### src/rtl/rasterizer_arb_pkg.sv
// Shared types and helpers for the rasterizer SDRAM arbiter.
//   arb_state_t : arbiter FSM states
//   clog2_f     : ceiling log2, usable in constant expressions
//   TAG_W/PTR_W : tag and FIFO pointer widths for the default configuration
package rasterizer_arb_pkg;

    typedef enum logic {
        IDLE  = 1'b0,
        GRANT = 1'b1
    } arb_state_t;

    // Ceiling log2; returns 0 for values <= 1.
    function automatic int unsigned clog2_f(input int unsigned value);
        int unsigned result;
        result = 0;
        for (int unsigned i = 0; i < 32; i++) begin
            if ((33'd1 << i) < 33'(value)) result = i + 1;
        end
        return result;
    endfunction

    localparam int unsigned NUM_CLIENTS_DEF     = 3;
    localparam int unsigned MAX_OUTSTANDING_DEF = 8;
    localparam int unsigned TAG_W               = clog2_f(NUM_CLIENTS_DEF);
    localparam int unsigned PTR_W               = clog2_f(MAX_OUTSTANDING_DEF);

endpackage

### src/rtl/rasterizer_tag_fifo.sv
// In-order tag FIFO holding the client index of every outstanding read.
// Ports:
//   clock, reset : clock and synchronous active-high reset
//   push, din    : enqueue din (ignored while full)
//   pop          : dequeue head (ignored while empty)
//   dout         : show-ahead head entry
//   full, empty  : occupancy flags
module rasterizer_tag_fifo
    import rasterizer_arb_pkg::*;
#(
    parameter int unsigned DEPTH = MAX_OUTSTANDING_DEF,
    parameter int unsigned WIDTH = TAG_W
) (
    input  logic             clock,
    input  logic             reset,
    input  logic             push,
    input  logic             pop,
    input  logic [WIDTH-1:0] din,
    output logic [WIDTH-1:0] dout,
    output logic             full,
    output logic             empty
);

    localparam int unsigned PTR_BITS = clog2_f(DEPTH);

    logic [WIDTH-1:0]    mem_q [DEPTH];
    logic [PTR_BITS-1:0] wr_ptr_q, wr_ptr_d;
    logic [PTR_BITS-1:0] rd_ptr_q, rd_ptr_d;
    logic [PTR_BITS:0]   count_q, count_d;
    logic                do_push_c, do_pop_c;

    assign full      = (count_q == (PTR_BITS+1)'(DEPTH));
    assign empty     = (count_q == '0);
    assign dout      = mem_q[rd_ptr_q];
    assign do_push_c = push & ~full;
    assign do_pop_c  = pop & ~empty;

    // Pointers wrap by natural overflow (DEPTH is a power of two).
    always_comb begin
        wr_ptr_d = wr_ptr_q;
        rd_ptr_d = rd_ptr_q;
        count_d  = count_q;
        if (do_push_c) wr_ptr_d = wr_ptr_q + PTR_BITS'(1);
        if (do_pop_c)  rd_ptr_d = rd_ptr_q + PTR_BITS'(1);
        case ({do_push_c, do_pop_c})
            2'b10:   count_d = count_q + (PTR_BITS+1)'(1);
            2'b01:   count_d = count_q - (PTR_BITS+1)'(1);
            default: count_d = count_q;
        endcase
    end

    always_ff @(posedge clock) begin
        if (reset) begin
            wr_ptr_q <= '0;
            rd_ptr_q <= '0;
            count_q  <= '0;
        end else begin
            wr_ptr_q <= wr_ptr_d;
            rd_ptr_q <= rd_ptr_d;
            count_q  <= count_d;
        end
    end

    // Storage needs no reset; occupancy is tracked by the pointers.
    always_ff @(posedge clock) begin
        if (do_push_c) mem_q[wr_ptr_q] <= din;
    end

endmodule

### src/rtl/rasterizer_mem_arbiter.sv
// N-client Avalon-MM arbiter merging rasterizer stage masters onto one SDRAM port.
// Reads are tagged in an in-order FIFO so each readdatavalid returns to its issuer.
// Build option: define ARB_FIXED_PRIO_EN for fixed priority (client 0 highest);
// otherwise clients are served round-robin.
// Ports:
//   clock, reset               : clock, synchronous active-high reset
//   client_* (packed per i)    : client Avalon-MM masters (address/read/write/be/wdata in,
//                                waitrequest/readdatavalid out, readdata broadcast)
//   master_*                   : single Avalon-MM master toward the SDRAM controller
//   orphan_error               : sticky, read data arrived with no outstanding tag
module rasterizer_mem_arbiter
    import rasterizer_arb_pkg::*;
#(
    parameter int unsigned NUM_CLIENTS     = NUM_CLIENTS_DEF,
    parameter int unsigned ADDR_W          = 26,
    parameter int unsigned DATA_W          = 32,
    parameter int unsigned MAX_OUTSTANDING = MAX_OUTSTANDING_DEF
) (
    input  logic                            clock,
    input  logic                            reset,
    input  logic [NUM_CLIENTS*ADDR_W-1:0]   client_address,
    input  logic [NUM_CLIENTS-1:0]          client_read,
    input  logic [NUM_CLIENTS-1:0]          client_write,
    input  logic [NUM_CLIENTS*DATA_W/8-1:0] client_byteenable,
    input  logic [NUM_CLIENTS*DATA_W-1:0]   client_writedata,
    output logic [NUM_CLIENTS-1:0]          client_waitrequest,
    output logic [DATA_W-1:0]               client_readdata,
    output logic [NUM_CLIENTS-1:0]          client_readdatavalid,
    output logic [ADDR_W-1:0]               master_address,
    output logic                            master_read,
    output logic                            master_write,
    output logic [DATA_W/8-1:0]             master_byteenable,
    output logic [DATA_W-1:0]               master_writedata,
    input  logic                            master_waitrequest,
    input  logic [DATA_W-1:0]               master_readdata,
    input  logic                            master_readdatavalid,
    output logic                            orphan_error
);

    localparam int unsigned TAG_BITS = clog2_f(NUM_CLIENTS);
    localparam int unsigned BE_W     = DATA_W / 8;

    arb_state_t          state_q, state_d;
    logic [TAG_BITS-1:0] grant_q, grant_d;
    logic                orphan_q, orphan_d;

    logic [NUM_CLIENTS-1:0] req_c;
    logic [TAG_BITS-1:0]    start_c, win_c, idx_c, tag_dout_c;
    logic                   fifo_push_c, fifo_pop_c, fifo_full_c, fifo_empty_c;
    logic                   sel_rd_c, sel_wr_c, is_rd_c, is_wr_c, accept_c;
    logic [ADDR_W-1:0]      sel_addr_c;
    logic [BE_W-1:0]        sel_be_c;
    logic [DATA_W-1:0]      sel_wdata_c;

    assign req_c = client_read | client_write;

`ifdef ARB_FIXED_PRIO_EN
    assign start_c = '0;
`else
    // Holds the first client to consider, i.e. last_grant + 1.
    logic [TAG_BITS-1:0] rr_ptr_q, rr_ptr_d;

    always_comb begin
        rr_ptr_d = rr_ptr_q;
        if (accept_c) begin
            rr_ptr_d = (grant_q == TAG_BITS'(NUM_CLIENTS - 1)) ? '0 : grant_q + TAG_BITS'(1);
        end
    end

    always_ff @(posedge clock) begin
        if (reset) rr_ptr_q <= '0;
        else       rr_ptr_q <= rr_ptr_d;
    end

    assign start_c = rr_ptr_q;
`endif

    // Scan from start_c backwards so the nearest requester after start_c wins last.
    always_comb begin
        win_c = start_c;
        idx_c = '0;
        for (int k = NUM_CLIENTS - 1; k >= 0; k--) begin
            idx_c = TAG_BITS'((int'(start_c) + k) % int'(NUM_CLIENTS));
            if (req_c[idx_c]) win_c = idx_c;
        end
    end

    // Granted client's request; write beats read when both are asserted.
    always_comb begin
        sel_rd_c    = 1'b0;
        sel_wr_c    = 1'b0;
        sel_addr_c  = '0;
        sel_be_c    = '0;
        sel_wdata_c = '0;
        for (int i = 0; i < NUM_CLIENTS; i++) begin
            if (grant_q == TAG_BITS'(i)) begin
                sel_rd_c    = client_read[i];
                sel_wr_c    = client_write[i];
                sel_addr_c  = client_address[i*ADDR_W +: ADDR_W];
                sel_be_c    = client_byteenable[i*BE_W +: BE_W];
                sel_wdata_c = client_writedata[i*DATA_W +: DATA_W];
            end
        end
        is_wr_c = sel_wr_c;
        is_rd_c = sel_rd_c & ~sel_wr_c;
    end

    // Next-state and master/handshake outputs.
    always_comb begin
        state_d            = state_q;
        grant_d            = grant_q;
        fifo_push_c        = 1'b0;
        accept_c           = 1'b0;
        master_address     = '0;
        master_read        = 1'b0;
        master_write       = 1'b0;
        master_byteenable  = '0;
        master_writedata   = '0;
        client_waitrequest = '1;
        case (state_q)
            IDLE: begin
                if (|req_c) begin
                    grant_d = win_c;
                    state_d = GRANT;
                end
            end
            GRANT: begin
                master_address    = sel_addr_c;
                master_byteenable = sel_be_c;
                master_writedata  = sel_wdata_c;
                master_write      = is_wr_c;
                master_read       = is_rd_c & ~fifo_full_c;
                for (int i = 0; i < NUM_CLIENTS; i++) begin
                    if (grant_q == TAG_BITS'(i)) begin
                        client_waitrequest[i] = master_waitrequest | (is_rd_c & fifo_full_c);
                    end
                end
                accept_c = (is_rd_c | is_wr_c) & ~master_waitrequest & ~(is_rd_c & fifo_full_c);
                if (accept_c) begin
                    fifo_push_c = is_rd_c;
                    state_d     = IDLE;
                end else if (!(is_rd_c | is_wr_c)) begin
                    state_d = IDLE;
                end
            end
            default: state_d = IDLE;
        endcase
    end

    // Read return routing: head tag selects the client, zero added latency.
    assign fifo_pop_c      = master_readdatavalid & ~fifo_empty_c;
    assign client_readdata = master_readdata;
    assign orphan_d        = orphan_q | (master_readdatavalid & fifo_empty_c);
    assign orphan_error    = orphan_q;

    always_comb begin
        client_readdatavalid = '0;
        for (int i = 0; i < NUM_CLIENTS; i++) begin
            if (fifo_pop_c && (tag_dout_c == TAG_BITS'(i))) client_readdatavalid[i] = 1'b1;
        end
    end

    always_ff @(posedge clock) begin
        if (reset) begin
            state_q  <= IDLE;
            grant_q  <= '0;
            orphan_q <= 1'b0;
        end else begin
            state_q  <= state_d;
            grant_q  <= grant_d;
            orphan_q <= orphan_d;
        end
    end

    rasterizer_tag_fifo #(
        .DEPTH (MAX_OUTSTANDING),
        .WIDTH (TAG_BITS)
    ) u_tag_fifo (
        .clock (clock),
        .reset (reset),
        .push  (fifo_push_c),
        .pop   (fifo_pop_c),
        .din   (grant_q),
        .dout  (tag_dout_c),
        .full  (fifo_full_c),
        .empty (fifo_empty_c)
    );

endmodule

### config.mk
export PLATFORM = sky130hd
export DESIGN_NAME = rasterizer_mem_arbiter
export DESIGN_NICKNAME = d
export VERILOG_FILES = /design/src/rtl/rasterizer_arb_pkg.sv /design/src/rtl/rasterizer_tag_fifo.sv /design/src/rtl/rasterizer_mem_arbiter.sv
export SDC_FILE = /design/constraint.sdc
export NUM_CORES = 1
export LEC_CHECK = 0
export ABC_AREA = 1
export BUFFER_PORTS_ARGS = -buffer_cell sky130_fd_sc_hd__buf_2
export CORE_AREA = 2 2 130 132
export CTS_CLUSTER_DIAMETER = 200
export CTS_CLUSTER_SIZE = 28
export DETAILED_ROUTE_END_ITERATION = 10
export DIE_AREA = 0 0 132 134
export GPL_TIMING_DRIVEN = 0
export PLACE_DENSITY_LB_ADDON = 0.15
export RECOVER_POWER = 100
export SYNTH_ARGS = -nofsm -noshare
export SYNTH_HDL_FRONTEND = slang
export SYNTH_SLANG_ARGS = --single-unit
### constraint.sdc
create_clock -name clock -period 3.7 [get_ports clock]
set_input_delay 0.37 -clock clock [delete_from_list [all_inputs] [get_ports clock]]
set_output_delay 0.37 -clock clock [all_outputs]
set_load 0.02 [all_outputs]
; ---- After elaboration in Yosys (flattened, before gate mapping)
; Memory sizes are Yosys's and may differ from the RTL's. A register that Yosys moved wholly into a read port is not among the register bits.
; Index checks and enable logic that the tools add are counted.
[classes]
add_sub_neg = 7
mul = 0
div_mod_pow = 3
magnitude_cmp = 3
eq_ne = 7
shifts = 0
muxes = 49
bitwise = 19
n_reduce_logical = 9
[ops]
columns = cell, count
row1 = 32-bit 2-to-1 mux, 4
row2 = 26-bit 2-to-1 mux, 4
row3 = 32-bit by 3-bit remainder unit with 32-bit output (second input constant), 2
row4 = 3-bit by 3-bit remainder unit with 32-bit output (second input constant), 1
row5 = 1-bit 2-to-1 mux, 25
row6 = 4-bit 2-to-1 mux, 4
row7 = 1-bit bitwise AND, 9
row8 = 2-bit by 3-bit < comparator with 1-bit output (second input constant), 3
row9 = 3-bit 2-to-1 mux, 3
row10 = 2-bit 2-to-1 mux, 4
row11 = 4-bit case mux with 2 select lines, 1
row12 = 3-bit by 1-bit adder with 3-bit output (second input constant), 2
row13 = 1-bit binary-select mux with 2-bit select, 3
row14 = 2-bit by 1-bit equality test with 1-bit output (second input constant), 3
row15 = 2-bit equality test (second input constant), 3
row16 = 1-bit inverter, 6
row17 = 4-bit by 1-bit adder with 4-bit output (second input constant), 1
row18 = 4-bit equality test (second input constant), 1
row19 = 2-bit zero test, 2
row20 = 4-bit zero test, 1
row21 = 4-bit by 1-bit subtractor with 4-bit output (second input constant), 1
row22 = 2-bit by 1-bit adder with 3-bit output (second input constant), 1
row23 = 2-bit by 2-bit adder with 3-bit output (second input constant), 1
row24 = 1-bit logical AND, 3
row25 = 7 further kinds, 9
[word_totals]
regBits = 16
latchBits = 0
ram_bits = 16
romBits = 0
inputBits = 228
out_inout_bits = 103
word_cells = 105
memories = 1
[memory_table]
columns = memory, depth, word_bits, read_ports, rd_clocked_by_memory_dff, write_ports, line
row1 = u_tag_fifo.mem_q, 8, 2, 1, 1, 1, rasterizer_tag_fifo.sv:26  ; logic [WIDTH-1:0] mem_q [DEPTH];

; ---- Longest topological paths before layout
; Gate-level depths: netlist of run 1.
[logic_depth]
ltp_word = 14
depth_mapped = 13
mapped_depth_nobuf = 13

; ---- By module
; Synthesis of run 1 repeated with hierarchy kept, for this count alone.
[hier_totals]
cells_unflattened = 681
area_unflattened_um2 = 3792.4
[modules_own_cells]
columns = mod, instances, cells_per_inst, area_each_um2, seq_area_each_um2
row1 = rasterizer_mem_arbiter, 1, 539, 2471.1, 120.1
row2 = rasterizer_tag_fifo, 1, 142, 1321.3, 740.7

; ---- Worst setup path after synthesis of run 1
; Ideal clock, no wire load.
[synth_timing]
path_kind = reg2reg
start = reg grant_q[1]
end = reg u_tag_fifo.count_q[2]
setup_time_ns = 0.115
arrival_ns = 2.051
t_required_ns = 3.585
path_slack_ns = 1.534
path_stages_with_launch = 13
path_buffers = 0
period_less_slack_ns = 2.166
cell_sequence = dfxtp_1 -> inv_1 -> nand3_1 -> nand3_2 -> nor2_4 -> nand3_4 -> ha_1 -> xor2_1 -> ha_1 -> a21oi_1 -> xnor2_1 -> o21ai_0 -> inv_1
[synth_between]
elab_chain_cells = 14
word_cells_on_any_way = 23
cone_classes = eq/ne: 4 / mux: 9 / bitwise: 8 / reduce/logical: 2
[synth_lines]
columns = item, line
row1 = start: declaration, rasterizer_mem_arbiter.sv:44  ; logic [TAG_BITS-1:0] grant_q, grant_d;
row2 = start signal: assignment, rasterizer_mem_arbiter.sv:170  ; grant_q <= grant_d;
row3 = 2-bit zero test, rasterizer_mem_arbiter.sv:96  ; if (grant_q == TAG_BITS'(i)) begin
row4 = 1-bit 2-to-1 mux (3 in a row), rasterizer_mem_arbiter.sv:96
row5 = 1-bit inverter, rasterizer_mem_arbiter.sv:105  ; is_rd_c = sel_rd_c & ~sel_wr_c;
row6 = 1-bit bitwise AND, rasterizer_mem_arbiter.sv:105
row7 = 1-bit bitwise OR / 1-bit bitwise AND (equally long branches), rasterizer_mem_arbiter.sv:138  ; accept_c = (is_rd_c | is_wr_c) & ~master_waitrequest & ~(is_rd_c & fifo_full_c);
row8 = 1-bit bitwise AND / 1-bit inverter (equally long branches), rasterizer_mem_arbiter.sv:138
row9 = 1-bit bitwise AND, rasterizer_mem_arbiter.sv:138
row10 = 1-bit 2-to-1 mux (*), rasterizer_mem_arbiter.sv:139  ; if (accept_c) begin
row11 = 1-bit 2-to-1 mux (*), rasterizer_mem_arbiter.sv:120  ; case (state_q)
row12 = 1-bit bitwise AND (*), rasterizer_tag_fifo.sv:35  ; assign do_push_c = push & ~full;
row13 = 2-bit by 1-bit equality test with 1-bit output / 2-bit equality test (equally long branches), rasterizer_tag_fifo.sv:45  ; case ({do_push_c, do_pop_c})
row14 = 4-bit case mux with 2 select lines / 2-bit nonzero test (equally long branches), --
row15 = end signal: assignment, rasterizer_tag_fifo.sv:60  ; count_q <= count_d;
row16 = end: declaration, rasterizer_tag_fifo.sv:29  ; logic [PTR_BITS:0] count_q, count_d;
; Mark *: on every way between the ends. The rest lies on a longest branch, timed or not.
; A chain may end at the register's enable or synchronous reset.

; ---- Final worst setup path of run 1
[layout_timing]
start = reg grant_q[0]
end = out master_writedata[10]
[layout_between]
elab_chain_cells = 5
word_cells_on_any_way = 7
cone_classes = eq/ne: 2 / mux: 4 / reduce/logical: 1
[layout_lines]
columns = item, line
row1 = 2-bit zero test, rasterizer_mem_arbiter.sv:96
row2 = 32-bit 2-to-1 mux (2 in a row), rasterizer_mem_arbiter.sv:96
row3 = 32-bit 2-to-1 mux (*), rasterizer_mem_arbiter.sv:96
row4 = 32-bit 2-to-1 mux (*), rasterizer_mem_arbiter.sv:120
row5 = end: declaration, rasterizer_mem_arbiter.sv:33  ; output logic [DATA_W-1:0] master_writedata,
; Marks and branches as above.

==> impl_metrics.ini, run 1 <==
[status]
status = finished, final reports clean

[clocking]
cts_tree = yes
cts_resized = 0
htreeDepth = 2
clock_latency_ns = 0.28
clockBufferDepth = 2
cts_made_buffers = 5
ctsHoldBuffers = 0
cts_root_buffer = clkbuf_16
clk_pin_slew_ns = 0.05
cts.sinks = 35
postCtsSetupBuffers = 0

[synth]
yosysSeqAreaShare_pct = 23.2
yosysUniqueCellTypes = 27
synth-seq-cells = 35
synthCells = 679
synth_area_um2 = 3710
avgSynthCellArea_um2 = 5.47
syn_nets = 914
synth_warnings = 0

[finish]
final_common_cell = nand2_1
area_growth_pct = 48.2
drive_above_1_share_pct = 26.4
final_cell_mix = nand2_1, buf_2, clkbuf_1
final-seq-area_um2 = 861
multiInputGateArea_um2 = 2090
antenna_cells = 0
stdcell_count = 1204
final_area_um2 = 5500
nFillCells = 1975
fin_nets = 1218

[timing]
layout_setup_ws_ns = 0.325
setup_viol = 0
fmaxAchievable_mhz = 296
relSlewSlack_pct = 30.3
finalCritPeriodShare_pct = 91.2
slew_violations = 0
min_period_ns = 3.37
hold_violations = 0
skew_ns = 0.00551
rsz0062_at_grt = no
tightest_slew_ns = 1.04
fin_setup_tns_ns = 0

[placed_design]
placed_cells = 1196
port_buffers = 297
dpl_cell_area_um2 = 5470
pre_cts_slack_ns = 0.694
post-dp-hpwl_um = 16000
gp_congestion = 0.872

[critical_path]
crit_type = reg -> out
endpoint = master_writedata[10]
crit_start = grant_q[0]
cp.required_ns = 3.33
cp_max_fo = 14
rrSetupSlack_ns = 0.83
r2r-end = u_tag_fifo.count_q[2]
r2r_start = grant_q[0]
cp_data_arrival_time_ns = 3.00
cp-start-kind = flop
cp-end-kind = output port
r2r_cells = 12

[power_and_ir_drop]
leakage_nw = 3.23
vdd_drop_max_mv = 0.188
p_per_area_nw_per_um2 = 400

[grt]
grt_max_degree = 16
grt.overflow.total = 0
grtUsageTotal_pct = 19.7
grt_pass1_wl_um = 26400
grt_pass1_vias = 4485
antenna_found_initial = 3

[detailed_routing]
detail-route-antenna-nets = 0
wl_um = 18900
via_per_inst = 4.19
drt_iter0_drc = 219
num_vias = 5044
firstDrtPassIters = 5
drc = 0
wire_per_inst_um = 15.7

[flow_run]
maxCapViolations = 0

[floorplanning]
start_util_pct = 22.8
die_x_um = 132
io_pins = 331
dieArea_um2 = 17700
die-height_um = 134
rows = 47
core_area_um2 = 16300

[hold_path]
hold_path.class = in -> reg
## report_power, final
part | switching (W) | internal (W) | total, W
sequential | 0.0000540 | 0.000457 | 0.000511
clock | 0.000153 | 0.000335 | 0.000488
combinational | 0.000806 | 0.000393 | 0.00120
total | 0.00101 | 0.00119 | 0.00220
## Yosys cell counts, drive strengths merged
master	n	share of area, %
a21boi	1	0.20
a21oi	18	2.5
a31oi	1	0.17
buf	44	8.0
clkbuf	16	1.6
dfxtp	19	10
edfxtp	16	13
ha	7	2.4
inv	99	10
nand2	299	30
nand3	82	12
nand4	4	0.67
nor2	38	4.2
nor3	9	1.2
o211ai	1	0.20
o21ai	21	2.8
xnor2	1	0.24
xor2	3	0.71
## worst min-delay path by stage
stage                     slack [ns]           end                    from  depth (start not counted)
final                           0.41  orphan_error    master_readdatavalid                          3
after floorplan                 0.43          flop  u_tag_fifo.rd_ptr_q[2]                          2
after CTS                       0.41  orphan_error    master_readdatavalid                          3
after global placement          0.45  orphan_error            orphan_error                          2
after detailed placement        0.47  orphan_error            orphan_error                          2
after global routing            0.42  orphan_error    master_readdatavalid                          3
## critical path, cell delays in order, from the launching register on
cell and delay, ns:
dfxtp_1 0.65, inv_1 0.17, nor2_1 0.82, clkbuf_1 0.49, nand2_1 0.11, nand3_1 0.11, nand2_1 0.05, inv_1 0.07
clkbuf_1 0.26
## registers in the layout (all words and copies together), names as in the netlist, named ones only
register             cells
u_tag_fifo.rd_ptr_q      3
orphan_error             1
u_tag_fifo.mem_q        16
u_tag_fifo.count_q       4
rr_ptr_q                 2
u_tag_fifo.wr_ptr_q      3
grant_q                  2
state_q                  1
## kinds of logic after synthesis
group	synth area share, %
AOI/OAI and AO/OA	5.93
adders and majority gates	2.36
xor gates and xnor gates	0.944
and+or+nand+nor	48.0
DFF	23.2
buffers and inverters	19.6
## area by class of cell
type	count	share of cell area, %
Timing Repair Buffer	297	25.1
Multi-Input combinational cell	485	37.9
Inverter	99	6.75
Clock buffer	6	2.52
Sequential cell	35	15.6
Clock inverter	2	0.637
Buffer	60	6.41
Tap cell	220	5.00
## through the flow
stage	utilization (%)	hold slack [ns]	power, W
floorplan	-	0.433	0.00129
global placement	33.6	0.451	0.00177
detailed placement	33.6	0.466	0.00176
CTS	34.7	0.406	0.00225
global route	33.8	0.421	0.00237
finish	33.8	0.408	0.00220
## per-layer routing
layer | vias to the layer above | track usage [%] | routed length (um)
met4 | 6 | 1.45 | 46
met3 | 11 | 4.35 | 1220
met1 | 2199 | 28.1 | 8940
li1 | 2655 | - | -
met2 | 173 | 31.8 | 8610
met5 | - | 0 | 37
Note: power is estimated with default switching activity, not from simulation.
==> run 2: changes to the inputs <==
ABC_AREA = 0   (was 1)
CORE_AREA = 2 2 127 129   (was 2 2 130 132)
DIE_AREA = 0 0 129 131   (was 0 0 132 134)
==> impl_metrics.ini, run 2 <==
[critical_path]
rrSetupSlack_ns = 0.52
crit_slowest_cell = dfxtp_1
cp-end-kind = output port
endpoint = master_address[23]
worstPathCellList = clkbuf_1, nor2b_1, clkbuf_1, clkbuf_1, nand2_1, o21ai_0, and2_1, clkbuf_1
r2r_cells = 12
crit_type = reg -> out
cp_max_fo = 10
r2r_start = grant_q[0]
crit_top_cell = clkbuf_1
cp-start-kind = flop
slowest_delay_ns = 0.50
r2r-end = u_tag_fifo.count_q[2]
crit_start = grant_q[0]
cp_data_arrival_time_ns = 2.93
cp.required_ns = 3.33

[clocking]
cts_made_buffers = 5
cts_root_buffer = clkbuf_16
postCtsSetupBuffers = 0
clockBufferDepth = 2
htreeDepth = 2
cts_resized = 0
cts.sinks = 35
ctsHoldBuffers = 0
clk_pin_slew_ns = 0.06
cts_tree = yes
clock_latency_ns = 0.28

[detailed_routing]
wire_per_inst_um = 16.1
met1Wirelength_um = 7040
detail-route-antenna-nets = 0
firstDrtPassIters = 4
route.met3.wl_um = 1020
via_per_inst = 4.37
drc = 0
highest_layer = met5
wl_um = 16400
dr_wl_met2_um = 8190
num_vias = 4449
drt_iter0_drc = 182

[timing]
fin_setup_tns_ns = 0
setup_viol = 0
finalCritPeriodShare_pct = 89.3
rsz0062_at_grt = no
relSlewSlack_pct = 41.3
fmaxAchievable_mhz = 303
slew_violations = 0
tightest_slew_ns = 0.881
min_period_ns = 3.30
skew_ns = 0.00677
hold_violations = 0
hold-worst-slack_ns = 0.343

[grt]
antenna_found_initial = 4
grt.overflow.total = 0
grt_pass1_vias = 4225
grtUsageTotal_pct = 18.3
grt_max_degree = 12
grt_pass1_wl_um = 23700

[placed_design]
gp_congestion = 0.886
port_buffers = 297
post-dp-hpwl_um = 14100

[synth]
synth_common_cells = o21ai_0, nand2_1, mux2i_1
async_flop_share_pct = 0
synth_area_um2 = 3750
synth_edf_count = 16
yosysUniqueCellTypes = 43
ys_top_cells_by_area = mux2i_1, edfxtp_1, and2_1
synth_top_area_cell = mux2i_1
synth_warnings = 0
synth-seq-cells = 35
yosysSeqAreaShare_pct = 22.9
synth_ff_type = dfxtp_1
yosys.area.top_type_share_pct = 18.1
synthCells = 494
syn_nets = 729
synth.most_common_cell = o21ai_0
avgSynthCellArea_um2 = 7.60

[finish]
top_regs = u_tag_fifo.mem_q x16, u_tag_fifo.count_q x4
final_common_cell = buf_2
fin_util_pct = 35.7
final_cell_mix = buf_2, clkbuf_1, o21ai_0
fin_nets = 1033
nFillCells = 1771
area_growth_pct = 48.2
largest-register = u_tag_fifo.mem_q
largest_reg_flops = 16
drive_above_1_share_pct = 32.2

[flow_run]
maxCapViolations = 0

[floorplanning]
core_area_um2 = 15600
start_util_pct = 24.1
die-height_um = 131
io_pins = 331
rows = 46
dieArea_um2 = 16900
die_x_um = 129

[power_and_ir_drop]
leakage_nw = 2.26
vdd_drop_max_mv = 0.164
report.power.total_w = 0.00174
p_per_area_nw_per_um2 = 314

[status]
status = finished, final reports clean

[hold_path]
hold_path.class = in -> reg
run 2: cell types whose count changed in the layout (fill, tap and decap cells not counted), moves of 55 or more:
cell / previous run / this run
mux2i_1: 0 / 68
inv_1: 99 / 4
and2_1: 0 / 62
nand3_1: 82 / 0
o21ai_0: 21 / 76
nand2_1: 299 / 74
run 2: cell type report:
type / instances / area (um2) / area share [%]
Clock buffer: 5 / 125 / 2.25
Tap cell: 216 / 270 / 4.86
Sequential cell: 35 / 861 / 15.5
Buffer: 70 / 397 / 7.13
Antenna cell: 2 / 5.00 / 0.0899
Multi-Input combinational cell: 385 / 2480 / 44.6
Inverter: 4 / 15.0 / 0.270
Timing Repair Buffer: 297 / 1370 / 24.7
Clock inverter: 3 / 38.8 / 0.697
run 2: power breakdown:
part           internal (W)  leakage, nW  switching, W
clock network      0.000314       0.0812      0.000152
registers          0.000430        0.292     0.0000305
logic              0.000334         1.89      0.000485
total               0.00108         2.26      0.000667
run 2: cell families (layout without fill, tap and decap cells):
kind of cell | count (synthesis) | count (layout) | synth area share [%]
AOI/OAI and AO/OA | 103 | 103 | 15.0
buffers and inverters | 74 | 379 | 11.0
xor gates and xnor gates | 7 | 7 | 1.63
other | 0 | 2 | 0
DFF | 35 | 35 | 22.9
and+or+nand+nor | 195 | 195 | 26.2
adders and majority gates | 7 | 7 | 2.33
muxes | 73 | 73 | 20.8
run 2: stage by stage:
step / setup WS [ns] / instances / instance area, um2
5_1_grt: 0.150 / 1015 / 5560
2_1_floorplan: 0.916 / 494 / 3750
3_5_place_dp: 0.629 / 1007 / 5510
4_1_cts: 0.478 / 1015 / 5680
6_report: 0.397 / 1017 / 5560
3_3_place_gp: 0.631 / 1007 / 5510
run 2: how the worst min path moves through the flow:
stage	start	endpoint	slack (ns)	cells after the start
2_1_floorplan	u_tag_fifo.rd_ptr_q[2]	flop	0.48	2
3_3_place_gp	orphan_error	orphan_error	0.45	2
3_5_place_dp	orphan_error	orphan_error	0.48	2
4_1_cts	master_readdatavalid	orphan_error	0.35	3
5_1_grt	master_readdatavalid	orphan_error	0.37	3
6_report	master_readdatavalid	orphan_error	0.34	3
run 2: metal layers:
metal  up-vias  GRT usage [%]
met5         -              0
met4         4           3.20
met3        14           4.28
met2       151           31.3
met1      1994           24.0
li1       2286              -
run 2: critical path: cells and delay by family (launching register included):
family          cells  cell delay, ns
compound gates      1            0.13
buf+inv             4            1.53
flops               1            0.50
simple gates        3            0.48
==> run 3: changes to the inputs <==
CORE_AREA = 2 2 128 130   (was 2 2 127 129)
CTS_BUF_LIST = sky130_fd_sc_hd__clkbuf_16   (was not set)
DIE_AREA = 0 0 130 132   (was 0 0 129 131)
clock period = 3.15 ns   (was 3.7 ns; I/O delays follow)
==> impl_metrics.ini, run 3 (synthesized netlist as in run 2, its figures left out) <==
[floorplanning]
core_area_um2 = 15700
dieArea_um2 = 17200
io_pins = 331
die-height_um = 132
start_util_pct = 23.9
rows = 46
die_x_um = 130

[detailed_routing]
detail-route-antenna-nets = 0
route.met3.wl_um = 977
wl_um = 16400
dr_wl_met2_um = 8250
highest_layer = met5
num_vias = 4409
drt_iter0_drc = 145
drc = 0
via_per_inst = 4.34
firstDrtPassIters = 4
wire_per_inst_um = 16.1
met1Wirelength_um = 6990

[finish]
final_cell_mix = buf_2, o21ai_0, nand2_1
largest-register = u_tag_fifo.mem_q
nFillCells = 1762
final_common_cell = buf_2
final_area_um2 = 5630
fin_nets = 1033
multiInputGateArea_um2 = 2490
final-seq-area_um2 = 866
top_regs = u_tag_fifo.mem_q x16, u_tag_fifo.count_q x4
largest_reg_flops = 16
drive_above_1_share_pct = 40.2
area_growth_pct = 50.0

[critical_path]
cp-start-kind = flop
cp-end-kind = flop
crit_slowest_cell = or4_1
cp.required_ns = 3.35
cp_top_family = simple AND/OR/NAND/NOR gates
cp_data_arrival_time_ns = 3.12
slowest_delay_ns = 0.52
crit_type = reg -> reg
cp_max_fo = 11
path_buf_inv = 2
worstPathCellList = clkbuf_4, nor2b_1, o2bb2ai_2, or4_1, buf_4, ha_2, xor2_1, ha_1, a21oi_1, xor2_1, or3_1, a21oi_1

[flow_run]
maxCapViolations = 0

[clocking]
ctsHoldBuffers = 0
clk_pin_slew_ns = 0.05
cts_tree = yes
postCtsSetupBuffers = 0
htreeDepth = 2
clock_latency_ns = 0.27
cts_root_buffer = clkbuf_16
clockBufferDepth = 2
cts_made_buffers = 5
cts.sinks = 35

[grt]
grt_max_degree = 12
antenna_found_initial = 3
grtUsageTotal_pct = 18.3
grt_pass1_wl_um = 24500
grt_pass1_vias = 4443
grt.overflow.total = 0

[timing]
layout_setup_ws_ns = 0.225
rsz0062_at_grt = no
skew_ns = 0.00628
hold_violations = 0
relSlewSlack_pct = 37.7
min_period_ns = 2.92
fin_setup_tns_ns = 0
setup_viol = 0
tightest_slew_ns = 0.935
finalCritPeriodShare_pct = 92.8
fmaxAchievable_mhz = 342
hold-worst-slack_ns = 0.281
slew_violations = 0

[placed_design]
gp_congestion = 0.825
post-dp-hpwl_um = 13900
port_buffers = 297
pre_cts_slack_ns = 0.0692
dpl_cell_area_um2 = 5510

[hold_path]
hold_path.class = in -> reg

[power_and_ir_drop]
report.power.total_w = 0.00199
leakage_nw = 2.49
vdd_drop_max_mv = 0.175
p_per_area_nw_per_um2 = 353

[status]
status = finished, final reports clean
-- run 3: per-stage QoR --
step | utilization [%] | instances
6_report | 35.8 | 1017
5_1_grt | 35.8 | 1015
4_1_cts | 36.0 | 1015
3_5_place_dp | 35.1 | 1007
3_3_place_gp | 35.1 | 1007
2_1_floorplan | - | 494
-- run 3: worst reg2reg max path, cell delays in order (launching register included) --
cell       delay [ns]
dfxtp_2          0.37
clkbuf_4         0.21
nor2b_1          0.17
o2bb2ai_2        0.15
or4_1            0.52
buf_4            0.19
ha_2             0.22
xor2_1           0.15
ha_1             0.18
a21oi_1          0.14
xor2_1           0.10
or3_1            0.31
a21oi_1          0.14
-- run 3: where the power goes --
group	total (W)	switching [W]	internal, W	leakage, nW
Combinational	0.000992	0.000574	0.000417	2.12
Sequential	0.000540	0.0000352	0.000505	0.293
Clock	0.000457	0.000172	0.000285	0.0724
Total	0.00199	0.000782	0.00121	2.49
-- run 3: cell type report --
class | count | share of cell area, %
antenna | 2 | 0.0889
buffer | 70 | 7.16
clock buffer | 5 | 2.22
clock inverter | 3 | 0.222
inverter | 4 | 0.267
multi-input combinational | 385 | 44.2
sequential | 35 | 15.4
tap | 216 | 4.80
timing repair buffer | 297 | 25.7
-- run 3: worst paths after layout --
path                                         endpoint  slack [ns]  depth (start not counted)                 start
worst max-delay path            u_tag_fifo.count_q[2]        0.23                         12            grant_q[0]
worst min-delay path                     orphan_error        0.28                          3  master_readdatavalid
worst max register to register  u_tag_fifo.count_q[2]        0.23                         12            grant_q[0]
worst min register to register           orphan_error        0.46                          2          orphan_error
-- run 3: metal layers --
| metal | track usage [%] | vias to the layer above |
|---|---|---|
| met3 | 3.29 | 12 |
| met5 | 0 | - |
| met2 | 32.6 | 147 |
| met4 | 2.27 | 2 |
| met1 | 23.5 | 1962 |
| li1 | - | 2286 |
-- run 3: repair_timing --
item                                    CTS  global route
cloned                                    0             0
gates resized for setup                   2             6
endpoints found under the setup margin   12             1
